<file path="src/rtl/mem_boot_loader.sv">
// rtl/mem_boot_loader.sv - framed stream program loader with checksum; optional LOADER_CLEAR_EN pre-clear
module mem_boot_loader #(
  parameter int DATA_W = 8,
  parameter int ADDR_W = 8,
  parameter int DEPTH  = 256
) (
  input  logic              clk,
  input  logic              rst,
  input  logic              start,
  input  logic              ext_valid,
  input  logic [DATA_W-1:0] ext_data,
  output logic              ext_ready,
  output logic              mem_we,
  output logic [ADDR_W-1:0] mem_addr,
  output logic [DATA_W-1:0] mem_wdata,
  output logic              cpu_rst_n,
  output logic              busy,
  output logic              err
);

  typedef enum logic [2:0] {
    S_CLEAR, S_HDR_A, S_HDR_L, S_DATA, S_CHK, S_DONE, S_ERR
  } state_t;

`ifdef LOADER_CLEAR_EN
  localparam state_t S_INIT = S_CLEAR;
`else
  localparam state_t S_INIT = S_HDR_A;
`endif

  localparam logic [ADDR_W-1:0] LAST_ADDR = ADDR_W'(DEPTH - 1);

  state_t              state, state_next;
  logic [ADDR_W-1:0]   ptr;
  logic [DATA_W-1:0]   len;
  logic [DATA_W-1:0]   cnt;
  logic [DATA_W-1:0]   sum;
  logic [DATA_W-1:0]   sum_next;
  logic                beat;

  // Reduce an arbitrary address into 0..DEPTH-1 (DEPTH need not be a power of two).
  function automatic logic [ADDR_W-1:0] wrap_addr(input logic [ADDR_W-1:0] a);
    return ADDR_W'(32'(a) % DEPTH);
  endfunction

  // Advance the write pointer, wrapping from the last word back to 0.
  function automatic logic [ADDR_W-1:0] next_ptr(input logic [ADDR_W-1:0] p);
    return (p == LAST_ADDR) ? '0 : p + 1'b1;
  endfunction

  assign beat     = ext_valid & ext_ready;
  assign sum_next = sum + ext_data;

  // State register.
  always_ff @(posedge clk or negedge rst) begin
    if (!rst) state <= S_INIT;
    else      state <= state_next;
  end

  // Next-state decode plus the handshake and busy outputs, which depend only on state.
  always_comb begin
    state_next = state;
    ext_ready  = 1'b0;
    busy       = 1'b1;
    case (state)
`ifdef LOADER_CLEAR_EN
      S_CLEAR: if (ptr == LAST_ADDR) state_next = S_HDR_A;
`endif
      S_HDR_A: begin
        ext_ready = 1'b1;
        if (beat) state_next = S_HDR_L;
      end
      S_HDR_L: begin
        ext_ready = 1'b1;
        if (beat) state_next = S_DATA;
      end
      S_DATA: begin
        ext_ready = 1'b1;
        if (beat && cnt == len) state_next = S_CHK;
      end
      S_CHK: begin
        ext_ready = 1'b1;
        if (beat) state_next = (sum_next == '0) ? S_DONE : S_ERR;
      end
      S_DONE, S_ERR: begin
        busy = 1'b0;
        if (start) state_next = S_INIT;
      end
      default: state_next = S_INIT;
    endcase
  end

  // Datapath: header capture, registered memory writes, running checksum and core reset control.
  always_ff @(posedge clk or negedge rst) begin
    if (!rst) begin
      ptr       <= '0;
      len       <= '0;
      cnt       <= '0;
      sum       <= '0;
      mem_we    <= 1'b0;
      mem_addr  <= '0;
      mem_wdata <= '0;
      cpu_rst_n <= 1'b0;
      err       <= 1'b0;
    end else begin
      mem_we <= 1'b0;
      case (state)
`ifdef LOADER_CLEAR_EN
        S_CLEAR: begin
          mem_we    <= 1'b1;
          mem_addr  <= ptr;
          mem_wdata <= '0;
          ptr       <= next_ptr(ptr);
        end
`endif
        S_HDR_A: if (beat) begin
          ptr <= wrap_addr(ext_data[ADDR_W-1:0]);
          sum <= sum_next;
        end
        S_HDR_L: if (beat) begin
          len <= ext_data;
          sum <= sum_next;
        end
        S_DATA: if (beat) begin
          mem_we    <= 1'b1;
          mem_addr  <= ptr;
          mem_wdata <= ext_data;
          ptr       <= next_ptr(ptr);
          cnt       <= cnt + 1'b1;
          sum       <= sum_next;
        end
        S_CHK: if (beat) begin
          cpu_rst_n <= (sum_next == '0);
          err       <= (sum_next != '0);
        end
        S_DONE, S_ERR: if (start) begin
          cpu_rst_n <= 1'b0;
          err       <= 1'b0;
          sum       <= '0;
          cnt       <= '0;
          ptr       <= '0;
        end
        default: ;
      endcase
    end
  end

endmodule
</file>
<file path="config.mk">
export PLATFORM = sky130hd
export DESIGN_NAME = mem_boot_loader
export DESIGN_NICKNAME = d
export VERILOG_FILES = /design/src/rtl/mem_boot_loader.sv
export SDC_FILE = /design/constraint.sdc
export NUM_CORES = 1
export LEC_CHECK = 0
export CAP_MARGIN = 15
export CELL_PAD_IN_SITES_DETAIL_PLACEMENT = 1
export CELL_PAD_IN_SITES_GLOBAL_PLACEMENT = 2
export CORE_MARGIN = 2
export CORE_UTILIZATION = 30
export CTS_CLUSTER_SIZE = 28
export DETAILED_ROUTE_END_ITERATION = 10
export PLACE_DENSITY = 0.71
export SLEW_MARGIN = 40
export SYNTH_ARGS = -nofsm -noshare
export SYNTH_HDL_FRONTEND = slang
export SYNTH_SLANG_ARGS = --single-unit
</file>
<file path="constraint.sdc">
create_clock -name clk -period 2.73 [get_ports clk]
set_input_delay 0.546 -clock clk [delete_from_list [all_inputs] [get_ports clk]]
set_output_delay 0.546 -clock clk [all_outputs]
set_load 0.01 [all_outputs]
</file>
# After elaboration in Yosys (flattened, before gate mapping)

Cells that the tools add are included.

Flip-flop bits (word level): 54
Latch bits: 0
Memory bits (writable): 0
Bits in read-only memories: 0
Bits of input ports: 12
Output and inout port bits: 21
Logic and storage cells: 71
Memories kept: 0

Add/subtract/negate cells: 3
$mul: 0
Div/mod/pow operators: 0
Magnitude comparators: 0
Equal/unequal tests: 15
Shift operators: 0
Muxes and demuxes: 25
Bitwise gates (word level): 1
Reductions and logical operators: 17

Operators with widths:

| operator                                            | number |
|---|---|
| two-way mux 8 bit                                   | 6 |
| one-hot mux 8 bit (2 select lines)                  | 2 |
| one-hot mux 8 bit (3 select lines)                  | 1 |
| adder 8 x 1 -> 8 bit, second input constant         | 2 |
| two-way mux 3 bit                                   | 5 |
| one-hot mux 3 bit (5 select lines)                  | 1 |
| inequality test 2 bit, second input constant        | 6 |
| equality test 3 bit, second input constant          | 3 |
| AND reduction 3 bit                                 | 3 |
| adder 8 bit                                         | 1 |
| equality test 8 bit                                 | 1 |
| equality test 8 bit, second input constant          | 1 |
| logical NOT 8 bit                                   | 1 |
| nonzero test 8 bit                                  | 1 |
| two-way mux 1 bit                                   | 7 |
| equality test 3 x 2 -> 1 bit, second input constant | 2 |
| nonzero test 2 bit                                  | 3 |
| AND reduction 5 bit                                 | 1 |
| one-hot mux 1 bit (2 select lines)                  | 2 |
| AND reduction 2 bit                                 | 2 |
| AND reduction 4 bit                                 | 1 |
| OR reduction 4 bit                                  | 1 |
| equality test 3 x 1 -> 1 bit, second input constant | 1 |
| nonzero test 3 bit                                  | 1 |
| 6 further kinds                                     | 6 |

# Depth between registers and ports, before layout

Gate-level depths: netlist of run 1.

Word-level depth: 7
Mapped depth: 7
Mapped depth without buffers: 7

# Worst setup path before layout of run 1

OpenSTA, ideal clock, no wires.

Path kind: input -> register
Start: in ext_data[0]
End: reg state[0]
Library setup time: 63 ps
Data arrival time: 2222 ps
Required time: 2667 ps
Path slack: 445 ps
Stages: 7
Buffers on the path: 0
Cells stage by stage: ha_1 fa_1 a211oi_2 o21bai_1 a221oi_2 and4_1 o221a_1

Longest elaborated chain between the ends: 5

Ends and longest elaborated chain:

| element                            | line | text |
|---|---|---|
| from (decl)                        | 11   | `input logic [DATA_W-1:0] ext_data,` |
| adder 8 bit                        | 52   | `assign sum_next = sum + ext_data;` |
| logical NOT 8 bit                  | 83   | `if (beat) state_next = (sum_next == '0) ? S_DONE : S_ERR;` |
| two-way mux 2 bit                  | 83   |  |
| two-way mux 3 bit                  | 83   |  |
| one-hot mux 3 bit (5 select lines) | 65   | `case (state)` |
| to (signal assigned)               | 57   | `else state <= state_next;` |
| to (decl)                          | 33   | `state_t state, state_next;` |

No other way between the ends. The select of a mux whose other input is x is not followed.
A chain may end at the register's enable or synchronous reset.

# Worst setup path in the final report of run 1

Ends and elaborated chain as after synthesis.

==> results of run 1 <==
flip-flops by register name, summed over array words and instances, names as in the netlist:
| register | count |
|---|---|
| state | 3 |
| mem_addr | 8 |
| len | 8 |
| mem_we | 1 |
| sum | 8 |
| cpu_rst_n | 1 |
| cnt | 8 |
| err | 1 |
| mem_wdata | 8 |
| ptr | 8 |
kinds of logic (layout without fill, tap and decap cells):
group	Yosys count	count (layout)	synth area share [%]
compound gates	68	68	15.5
xor+xnor	19	19	6.01
fa+ha+maj	10	10	4.58
buf+inv	23	72	3.28
flops	54	54	46.7
mux	8	8	3.11
simple gates	127	127	20.8
synthesized netlist by cell type (2+ instances only):
| cell | instances | area share, % |
|---|---|---|
| a211oi_2 | 4 | 1.7 |
| a21o_1 | 2 | 0.52 |
| a21oi_1 | 19 | 3.3 |
| a31o_2 | 3 | 0.91 |
| a31oi_1 | 2 | 0.43 |
| and3_1 | 7 | 1.5 |
| buf_2 | 4 | 0.69 |
| clkbuf_1 | 7 | 0.91 |
| dfrtp_1 | 53 | 46 |
| ha_1 | 9 | 3.9 |
| inv_1 | 10 | 1.3 |
| mux2_2 | 8 | 3.1 |
| nand2_1 | 55 | 7.1 |
| nand2b_1 | 3 | 0.65 |
| nand3_1 | 20 | 3.5 |
| nand3b_1 | 2 | 0.52 |
| nand4_1 | 5 | 1.1 |
| nor2_1 | 17 | 2.2 |
| nor3_1 | 5 | 0.86 |
| nor3b_1 | 2 | 0.52 |
| o211ai_1 | 3 | 0.78 |
| o21ai_0 | 16 | 2.8 |
| o21ai_1 | 3 | 0.52 |
| o22ai_1 | 5 | 1.1 |
| or2_1 | 3 | 0.65 |
| xnor2_1 | 14 | 4.2 |
| xor2_1 | 4 | 1.2 |
critical path: cells and delay by family:
| family | cells | cell delay, ps |
|---|---|---|
| fa+ha+maj | 2 | 670 |
| compound gates | 4 | 890 |
| simple gates | 1 | 290 |
| buf+inv | 1 | 440 |
final cells by class:
type	instances	area (um^2)	area share, %
Inverter	11	41.3	1.15
Tap cell	129	161	4.50
Sequential cell	54	1350	37.7
Clock inverter	2	12.5	0.349
Timing Repair Buffer	53	485	13.5
Multi-Input combinational cell	232	1450	40.4
Clock buffer	6	82.6	2.30
layer usage:
| metal | vias up | GRT usage (%) |
|---|---|---|
| met5 | - | 0 |
| li1 | 1175 | - |
| met1 | 1183 | 21.8 |
| met4 | 0 | 3.38 |
| met3 | 5 | 2.60 |
| met2 | 25 | 27.4 |
where the power goes:
group,switching (uW),internal [uW],leakage [uW],total (uW)
clock network,278,205,0.0000472,483
logic,1040,955,0.000837,1990
registers,317,1160,0.000666,1480
how the worst min path moves through the flow:
stage | from | end | slack [ps] | cells after the start
floorplan | rst | cnt[0]$_DFFE_PN0P_ | 250 | 0
global placement | mem_addr[3]$_DFFE_PN0P_ | mem_addr[3]$_DFFE_PN0P_ | 460 | 2
detailed placement | mem_addr[4]$_DFFE_PN0P_ | mem_addr[4]$_DFFE_PN0P_ | 470 | 2
CTS | rst | mem_addr[7]$_DFFE_PN0P_ | 240 | 1
global route | rst | mem_addr[7]$_DFFE_PN0P_ | 260 | 1
finish | rst | mem_addr[7]$_DFFE_PN0P_ | 230 | 1
metrics by stage:
| step | total power, uW | util [%] | TNS (ps) | instance area, um^2 |
|---|---|---|---|---|
| after floorplan | 2730 | - | 0 | 2900 |
| after global placement | 3450 | 37.6 | -460 | 3490 |
| after detailed placement | 3500 | 37.6 | -772 | 3490 |
| after CTS | 4000 | 38.6 | 0 | 3580 |
| after global routing | 4320 | 38.6 | 0 | 3590 |
| final | 3950 | 38.6 | 0 | 3590 |
==> impl_metrics.toml, run 1 <==
[worst_setup_path]
cp-endpoint = "state[0]$_DFFE_PN1P_"
slowest_delay_ps = 440
path_max_fanout = 3
path_cells = "clkdlybuf4s50_1, ha_1, fa_1, a211oi_2, o21bai_1, a221oi_2, and4_4, o221a_1"
r2r-start = "sum[0]$_DFFE_PN0P_"
critPathCaptureType = "flip-flop"
critPathArrivalTime_ps = 2840
r2r_cells = 7
cp-startpoint = "ext_data[0]"
cp.required_ps = 2980
rr_endpoint = "state[0]$_DFFE_PN1P_"
crit_slowest_cell = "clkdlybuf4s50_1"
worstSetupPathType = "in -> reg"
critPathLaunchType = "input port"
rrSetupSlack_ps = 470

[clock_tree]
clkTransAtPathRegs_ps = 100
clockRootBuffer = "clkbuf_8"
numCtsBuffers = 5
ctsHoldBuffers = 0
postCtsSetupRepairBufs = 0
cts_resized = 0
clock_sinks = 54
cts_tree = "built"
clockBufferDepth = 2
htreeDepth = 2
clk_latency_ps = 310

[routing]
dr.max_layer_used = "met4"
wirelength_um = 7760
wl_met3_um = 174
wl_per_cell_um = 15.9
wl_met1_um = 3730
first_pass_iters = 4
drtAntennaViolNets = 0
drc = 0
vias = 2388
first_iter_violations = 84
via_per_inst = 4.90
wl_met2_um = 3800

[placement]
dpl_worst_slack_ps = -242
placed_cells = 479
port_buffers = 32
gp_congestion = 0.754
post-dp-hpwl_um = 5860

[power_and_ir_drop]
leakage_uw = 0.00155
peakVddDrop_v = 0.000301
power_density_mw_per_mm2 = 1100

[synthesis]
synth-edff-count = 0
synth-seq-cells = 54
synthesis.area_mm2 = 0.00290
synth-warning-count = 0
ys_async_sr_fraction_pct = 100
synth_cell_types = 51
post_synth.cell_area_avg_um2 = 9.37
ys_seq_area_share_pct = 46.7
synthCells = 309
synth_ff_type = "dfrtp_1"
syn-num-nets = 331

[timing]
fin_crit_sh_pct = 94.9
holdWs_ps = 229
setup_viol = 0
drv_slew = 0
finalHoldViolations = 0
fin_skew_ps = 5.27
worstMarginPinSlew_ps = 709
min_period_ps = 2590
fmax_mhz = 386
slew_headroom_pct = 52.8
rsz0062_at_grt = "no"
worst_slack_ps = 140

[floorplanning]
fp.dieW_um = 102
row_count = 35
pin_count = 33
dieArea_mm2 = 0.0105
die_y_um = 102
initial_core_util_pct = 31.2
core-area_mm2 = 0.00928

[global_route]
grt-ovfl-total = 0
antenna_found_initial = 0
grt_pass1_vias = 2472
grt_start_max_net_pins = 32
grt_first_pass_wirelength_um = 12800
grtUsageTotal_pct = 16.1

[finish]
mostFrequentLayoutCells = "nand2_1, dfrtp_1, clkdlybuf4s50_1"
n_antenna_cell = 0
syn_to_final_growth_pct = 23.9
final_common_cell = "nand2_1"
layoutNonFillerInstCount = 487
fillerInstances = 1097
drive_above_1_share_pct = 15.1
final_nets = 379

[hold_path]
hold_path_class = "in -> async"

[flow_run]
maxCapViolCount = 0

[run_status]
outcome = "complete, no violations"
No activity file was read; power rests on OpenSTA's default activity.
==> inputs of run 2 (changes only) <==
Settings changed: CTS_CLUSTER_DIAMETER set to 150.
==> results of run 2 <==
Same layout as run 1: the final DEF is identical, and so are final timing and power.
==> inputs of run 3 (changes only) <==
Settings changed: CAP_MARGIN 15 to unset, CTS_BUF_LIST set to sky130_fd_sc_hd__clkbuf_8 sky130_fd_sc_hd__clkbuf_16, HOLD_SLACK_MARGIN set to 0.05.
==> results of run 3 <==
Same layout as run 1: the final DEF is identical, and so are final timing and power.
